`config.mk`:
```
export PLATFORM = sky130hd
export DESIGN_NAME = serial_subtractor
export DESIGN_NICKNAME = d
export VERILOG_FILES = /design/src/rtl/serial_subtractor.sv
export SDC_FILE = /design/constraint.sdc
export NUM_CORES = 1
export LEC_CHECK = 0
export ABC_AREA = 1
export CAP_MARGIN = 20
export CELL_PAD_IN_SITES_DETAIL_PLACEMENT = 0
export CELL_PAD_IN_SITES_GLOBAL_PLACEMENT = 1
export CORE_MARGIN = 2
export CORE_UTILIZATION = 25
export CTS_CLUSTER_SIZE = 24
export DETAILED_ROUTE_END_ITERATION = 8
export PLACE_DENSITY_LB_ADDON = 0.15
export SLEW_MARGIN = 20
export SYNTH_ARGS = -nofsm -noshare
export SYNTH_HDL_FRONTEND = slang
export SYNTH_SLANG_ARGS = --single-unit
```
`constraint.sdc`:
```
create_clock -name clk -period 4.05 [get_ports clk]
set_clock_uncertainty 0.1 [all_clocks]
set_input_delay 1.215 -clock clk [delete_from_list [all_inputs] [get_ports clk]]
set_output_delay 1.215 -clock clk [all_outputs]
set_load 0.1 [all_outputs]
```
`src/rtl/serial_subtractor.sv`:
```
// rtl/serial_subtractor.sv - bit-serial WIDTH-bit subtractor (diff = a - b - bin), LSB first
// Optional signed-overflow output enabled by defining SERIAL_SUB_OVF_EN.
module serial_subtractor #(
    parameter int WIDTH = 8
) (
    input  logic             clk,
    input  logic             rst,
    input  logic             start,
    input  logic [WIDTH-1:0] a,
    input  logic [WIDTH-1:0] b,
    input  logic             bin,
    output logic             busy,
    output logic             done,
    output logic [WIDTH-1:0] diff,
    output logic             bout
`ifdef SERIAL_SUB_OVF_EN
    ,
    output logic             ovf
`endif
);

    localparam int CW = $clog2(WIDTH) + 1;
    localparam logic [CW-1:0] LAST = CW'(WIDTH - 1);

    typedef enum logic [1:0] {
        IDLE,
        RUN,
        DONE
    } state_t;

    state_t           state;
    state_t           state_next;
    logic [WIDTH-1:0] ra;
    logic [WIDTH-1:0] rb;
    logic [WIDTH-1:0] sr;
    logic             br;
    logic [CW-1:0]    cnt;
    logic             d;
    logic             nb;
    logic             last;
    logic [WIDTH:0]   sr_cat;
    logic [WIDTH-1:0] sr_next;

    // Full-subtractor cell on the current LSBs; result bit enters at the MSB end.
    always_comb begin
        d       = ra[0] ^ rb[0] ^ br;
        nb      = (~ra[0] & rb[0]) | (~(ra[0] ^ rb[0]) & br);
        sr_cat  = {d, sr};
        sr_next = sr_cat[WIDTH:1];
        last    = (cnt == LAST);
    end

    always_comb begin
        state_next = state;
        case (state)
            IDLE:    if (start) state_next = RUN;
            RUN:     if (last) state_next = DONE;
            DONE:    state_next = IDLE;
            default: state_next = IDLE;
        endcase
    end

    always_ff @(posedge clk or posedge rst) begin
        if (rst) begin
            state <= IDLE;
        end else begin
            state <= state_next;
        end
    end

    // busy/done are registered from the next state so every output comes from a flop.
    always_ff @(posedge clk or posedge rst) begin
        if (rst) begin
            busy <= 1'b0;
            done <= 1'b0;
            diff <= '0;
            bout <= 1'b0;
            ra   <= '0;
            rb   <= '0;
            sr   <= '0;
            br   <= 1'b0;
            cnt  <= '0;
`ifdef SERIAL_SUB_OVF_EN
            ovf  <= 1'b0;
`endif
        end else begin
            busy <= (state_next != IDLE);
            done <= (state_next == DONE);
            case (state)
                IDLE: begin
                    if (start) begin
                        ra  <= a;
                        rb  <= b;
                        br  <= bin;
                        cnt <= '0;
                    end
                end
                RUN: begin
                    br  <= nb;
                    sr  <= sr_next;
                    ra  <= ra >> 1;
                    rb  <= rb >> 1;
                    cnt <= cnt + CW'(1);
                    if (last) begin
                        diff <= sr_next;
                        bout <= nb;
`ifdef SERIAL_SUB_OVF_EN
                        // br here is the borrow entering the MSB cell.
                        ovf  <= br ^ nb;
`endif
                    end
                end
                default: ;
            endcase
        end
    end

endmodule

```
==> results of run 1 <==
-- state kept, by name (all words and copies together), names as in the netlist --
| name | count |
|---|---|
| ra | 8 |
| busy | 1 |
| br | 1 |
| state | 2 |
| sr | 7 |
| rb | 8 |
| diff | 8 |
| bout | 1 |
| done | 1 |
| cnt | 4 |
-- power breakdown --
group / internal [mW] / switching [mW]
Combinational: 0.239 / 0.671
Clock: 0.201 / 0.149
Sequential: 0.587 / 0.111
-- placed cells by master (no fill, tap or decap) --
cell type and count:
fa_1 1, nor2_1 4, clkbuf_8 6, nand3_1 38, inv_2 1, buf_4 5, inv_6 1, nand2_1 87
inv_1 4, ha_1 1, clkinvlp_4 1, a21oi_1 1, o21bai_1 1, nand4_1 1, nand2_2 2, dfrtp_1 41
clkdlybuf4s50_1 26, bufinv_16 1, o21ai_0 2, nand2_4 1, nor2_4 2
-- final timing paths --
check | depth (start not counted) | slack, ns | to | startpoint
min | 2 | 0.38 | diff[2] | diff[2]
max in group asynchronous | 3 | 2.23 | rb[5] | rst
min reg2reg | 2 | 0.38 | diff[2] | diff[2]
max reg2reg | 5 | 2.46 | rb[5] | state[1]
max | 1 | 0.96 | diff[7] | diff[7]
min in group asynchronous | 3 | 1.25 | diff[6] | rst
-- routing by layer --
metal,vias up,track usage (%),part of all wire (%)
met3,4,3.20,4.0
met2,24,17.1,46
li1,686,-,-
met4,0,4.20,1.2
met1,632,15.1,48
met5,-,0,0
-- stage by stage --
stage	power, mW	instance area, sq um
after floorplan	1.45	1750
final	1.96	2230
after CTS	1.99	2230
after global routing	2.11	2230
after detailed placement	1.63	2110
after global placement	1.63	2110
-- kinds of logic (layout without fill, tap and decap cells) --
| logic type | count (synthesis) | in the layout | share of synthesized area [%] |
|---|---|---|---|
| AND/OR/NAND/NOR | 135 | 135 | 33.3 |
| buffers and inverters | 14 | 45 | 5.06 |
| adder cells (fa/ha/maj) | 2 | 2 | 1.85 |
| flip-flops | 41 | 41 | 58.5 |
| AO/OA/AOI/OAI | 4 | 4 | 1.28 |
-- cell type report --
class / count / area, sq um / area share [%]
Inverter: 6 / 27.5 / 1.23
Timing Repair Buffer: 31 / 298 / 13.3
Clock inverter: 2 / 37.5 / 1.68
Clock buffer: 6 / 82.6 / 3.70
Multi-Input combinational cell: 141 / 639 / 28.7
Sequential cell: 41 / 1030 / 46.0
Tap cell: 96 / 120 / 5.38
==> impl_metrics.json, run 1 <==
{
  "status": "finished clean",
  "timing.hold.ws_ns": 0.380,
  "row_count": 30,
  "hpwl_mm": 2.32,
  "gp_congestion": 0.670,
  "hold_buffers": 0,
  "yosysWarnings": 0,
  "worst_slack_ns": 0.958,
  "grt_pass1_vias": 1396,
  "ys_ff_latch": 41,
  "arrival_ns": 1.78,
  "critical_path.endpoint_type": "primary output",
  "fin_util_pct": 32.8,
  "synthTopCellsByCount": "87 x nand2_1, 41 x dfrtp_1, 38 x nand3_1",
  "grt_overflow_total": 0,
  "core_sq_um": 6790,
  "dp.cells": 315,
  "numCtsBuffers": 5,
  "die_area_sq_um": 7700,
  "wire_per_inst_microns": 11.6,
  "synth_edf_count": 0,
  "syn-num-nets": 218,
  "fin_cells": 323,
  "finalHoldViolCount": 0,
  "synth.most_common_cell": "nand2_1",
  "worstSetupPathType": "reg -> out",
  "viasPerCell": 4.17,
  "insertedDiodeCount": 0,
  "clock_sink_count": 41,
  "dp_worst_setup_slack_ns": 1.16,
  "drv_slew": 0,
  "synth_area_per_cell_sq_um": 8.95,
  "rsz0062_at_grt": "false",
  "cpPeakStageDelay_ns": 1.13,
  "syn2layout_area_growth_pct": 27.2,
  "nFillCells": 760,
  "cts_tree": "yes",
  "nNetsFinal": 248,
  "crit_path_start_kind": "flop",
  "max_freq_mhz": 323,
  "cp_slowest_cell": "clkdlybuf4s50_1",
  "clkLatencyLatePin_ns": 0.29,
  "powerDensity_nw_per_um2": 878,
  "cpLargestDelayFamily": "buffers and inverters",
  "tightest_slew_ns": 0.962,
  "drcViolationCount": 0,
  "synth_seq_area_share_pct": 58.5,
  "fin_crit_sh_pct": 76.4,
  "synthDistinctLibCells": 19,
  "synth_top_area_cell": "dfrtp_1",
  "ant_nets": 0,
  "cts_root_buffer": "clkbuf_8",
  "min_path_type": "reg -> reg",
  "ys_top_cells_by_area": "dfrtp_1 58%, nand2_1 19%, nand3_1 11%, buf_6 1.9%, nor2_4 1.3%",
  "final-setup-viol-count": 0,
  "post_cts_buffers": 0,
  "max_slew_margin_pct": 35.7,
  "drt_iter0_drc": 90,
  "async_flop_share_pct": 100,
  "cts.clk_slew.worst_paths_ns": 0.09,
  "die_w_microns": 87.8,
  "grt_pass1_wl_mm": 6.66,
  "grt_usage_pct": 11.2,
  "synth-main-ff-cell": "dfrtp_1",
  "grt_max_degree": 42,
  "route.final.wire_length_mm": 3.76,
  "crit_required_ns": 2.73,
  "htreeDepth": 2,
  "ir_worst_vdd_uv": 176,
  "ios": 31,
  "start_util_pct": 25.8,
  "cts.repair.resized": 0,
  "cp_cell_sequence": "clkdlybuf4s50_1",
  "p_leak_nw": 1.06,
  "cts.path.max_buffers": 2,
  "portBuffers": 30,
  "fin_tns_setup_ns": 0,
  "vias": 1346,
  "cp_num_buf_inv": 1,
  "crit_fanout": 2,
  "final_layout_size_suffix_gt1_share_pct": 8.81,
  "cap_violations": 0,
  "min_period_ns": 3.09,
  "netlist_area_sq_um": 1750,
  "die_y_microns": 87.8,
  "synth_top_cell_area_share_pct": 58.5,
  "antenna_found_initial": 0,
  "first_pass_iters": 6,
  "synthCells": 196
}
No activity file was read; power rests on OpenSTA's default activity.
==> run 2: changes to the inputs <==
- clock period: 4.05 -> 3.1 ns (I/O delays scaled with it)
==> run 2 against run 1 <==
  * Worst setup slack gained 0.17 ns
  * Sequential cell count is the same
  * Register-to-register slack lost 0.90 ns
  * Non-clock buffer count grew 1
  * Cell count is the same
  * Via count shrank 0.37%
  * Die area is the same
  * Wire length grew 0.88%
  * Sequential share of layout area grew 0.55 points
  * Critical path type unchanged
  * Largest power group unchanged
==> impl_metrics.json, run 2 (synthesized netlist as in run 1, its figures left out) <==
{
  "insertedDiodeCount": 0,
  "cp_cell_sequence": "buf_4",
  "die_area_sq_um": 7700,
  "cts.clk_slew.worst_paths_ns": 0.08,
  "max_slew_margin_pct": 65.3,
  "crit_path_start_kind": "flop",
  "drt_iter0_drc": 58,
  "nFillCells": 748,
  "cpLargestDelayFamily": "flip-flops",
  "critical_path.endpoint_type": "primary output",
  "final-setup-viol-count": 0,
  "hpwl_mm": 2.32,
  "cts_root_buffer": "clkbuf_8",
  "start_util_pct": 25.8,
  "cts.repair.resized": 0,
  "arrival_ns": 0.94,
  "grt_pass1_wl_mm": 6.56,
  "htreeDepth": 2,
  "crit_required_ns": 2.07,
  "final_layout_size_suffix_gt1_share_pct": 11.9,
  "syn2layout_area_growth_pct": 25.7,
  "power.total_mw": 2.51,
  "wire_per_inst_microns": 11.7,
  "tightest_slew_ns": 0.521,
  "min_period_ns": 1.97,
  "cts.path.max_buffers": 2,
  "status": "finished clean",
  "max_freq_mhz": 507,
  "numCtsBuffers": 5,
  "die_w_microns": 87.8,
  "grt_usage_pct": 11.3,
  "route.final.wire_length_mm": 3.79,
  "core_sq_um": 6790,
  "nNetsFinal": 249,
  "gp_congestion": 0.691,
  "portBuffers": 30,
  "clock_sink_count": 41,
  "layout_common_cells": "87 x nand2_1, 41 x dfrtp_1, 38 x nand3_1",
  "post_cts_buffers": 0,
  "die_y_microns": 87.8,
  "drv_slew": 0,
  "min_path_type": "reg -> reg",
  "cpPeakStageDelay_ns": 0.36,
  "grt_overflow_total": 0,
  "crit_fanout": 2,
  "p_leak_nw": 1.07,
  "fin_crit_sh_pct": 63.6,
  "drcViolationCount": 0,
  "ant_nets": 0,
  "cts_tree": "yes",
  "ir_worst_vdd_uv": 248,
  "vias": 1341,
  "antenna_found_initial": 0,
  "grt_max_degree": 42,
  "row_count": 30,
  "rsz0062_at_grt": "false",
  "ios": 31,
  "finalHoldViolCount": 0,
  "final_common_cell": "nand2_1",
  "viasPerCell": 4.15,
  "cp_slowest_cell": "dfrtp_1",
  "worstSetupPathType": "reg -> out",
  "first_pass_iters": 4,
  "hold_buffers": 0,
  "cap_violations": 0,
  "powerDensity_nw_per_um2": 1140,
  "reg.largest.list": "diff (8), ra (8), rb (8)",
  "grt_pass1_vias": 1374,
  "fin_tns_setup_ns": 0,
  "clkLatencyLatePin_ns": 0.29,
  "cp_num_buf_inv": 1
}
[run 2: changes by cell type in the layout (fill, tap and decap cells not counted), sizes merged]
cell / previous run / this run
clkinvlp: 1 / 0
buf: 5 / 13
clkinv: 0 / 1
clkdlybuf4s50: 26 / 19
clkbuf: 6 / 5
[run 2: worst reg2reg max path: stages, from the launching register on]
cell and delay (ns):
dfrtp_1 0.45, nand2_4 0.27, inv_6 0.28, nand2_2 0.19
nand2_1 0.10, nand2_1 0.05
[run 2: final timing paths]
check                      slack, ns  cells after the start      from       to
setup / recovery                1.13                      1   diff[5]  diff[5]
hold / removal                  0.38                      2     sr[1]  diff[0]
setup reg to reg                1.56                      5  state[0]  diff[0]
hold reg to reg                 0.38                      2     sr[1]  diff[0]
max in group asynchronous       1.58                      3       rst   cnt[3]
min in group asynchronous       0.96                      3       rst  diff[6]
[run 2: cell type report]
type | count | area (sq um) | area share (%)
Inverter | 6 | 27.5 | 1.25
Clock buffer | 5 | 68.8 | 3.12
Multi-Input combinational cell | 141 | 639 | 29.0
Clock inverter | 2 | 35.0 | 1.59
Timing Repair Buffer | 32 | 288 | 13.1
Tap cell | 96 | 120 | 5.45
Sequential cell | 41 | 1030 | 46.5
[run 2: per-stage QoR]
step                      hold WS (ns)  setup WS, ns  instances  util, %  area [sq um]
after floorplan                  0.342          1.12        196        -          1750
after global placement           0.358         0.884        316     30.9          2100
after detailed placement         0.366         0.844        316     30.9          2100
after CTS                        0.387          1.11        323     32.4          2200
after global routing             0.412          1.03        323     32.4          2200
final                            0.380          1.13        323     32.4          2200
[run 2: per-layer routing]
| layer | vias to the layer above | track usage (%) | share of wire, % |
|---|---|---|---|
| met2 | 29 | 17.8 | 47 |
| met1 | 624 | 14.7 | 47 |
| li1 | 683 | - | - |
| met3 | 5 | 3.11 | 4.0 |
| met5 | - | 0 | 0 |
| met4 | 0 | 4.20 | 1.1 |
[run 2: where the power goes]
group / switching (mW) / leakage (nW) / total [mW] / internal [mW]
Sequential: 0.145 / 0.516 / 0.912 / 0.767
Clock: 0.190 / 0.0540 / 0.424 / 0.234
Combinational: 0.877 / 0.502 / 1.18 / 0.299
Total: 1.21 / 1.07 / 2.51 / 1.30
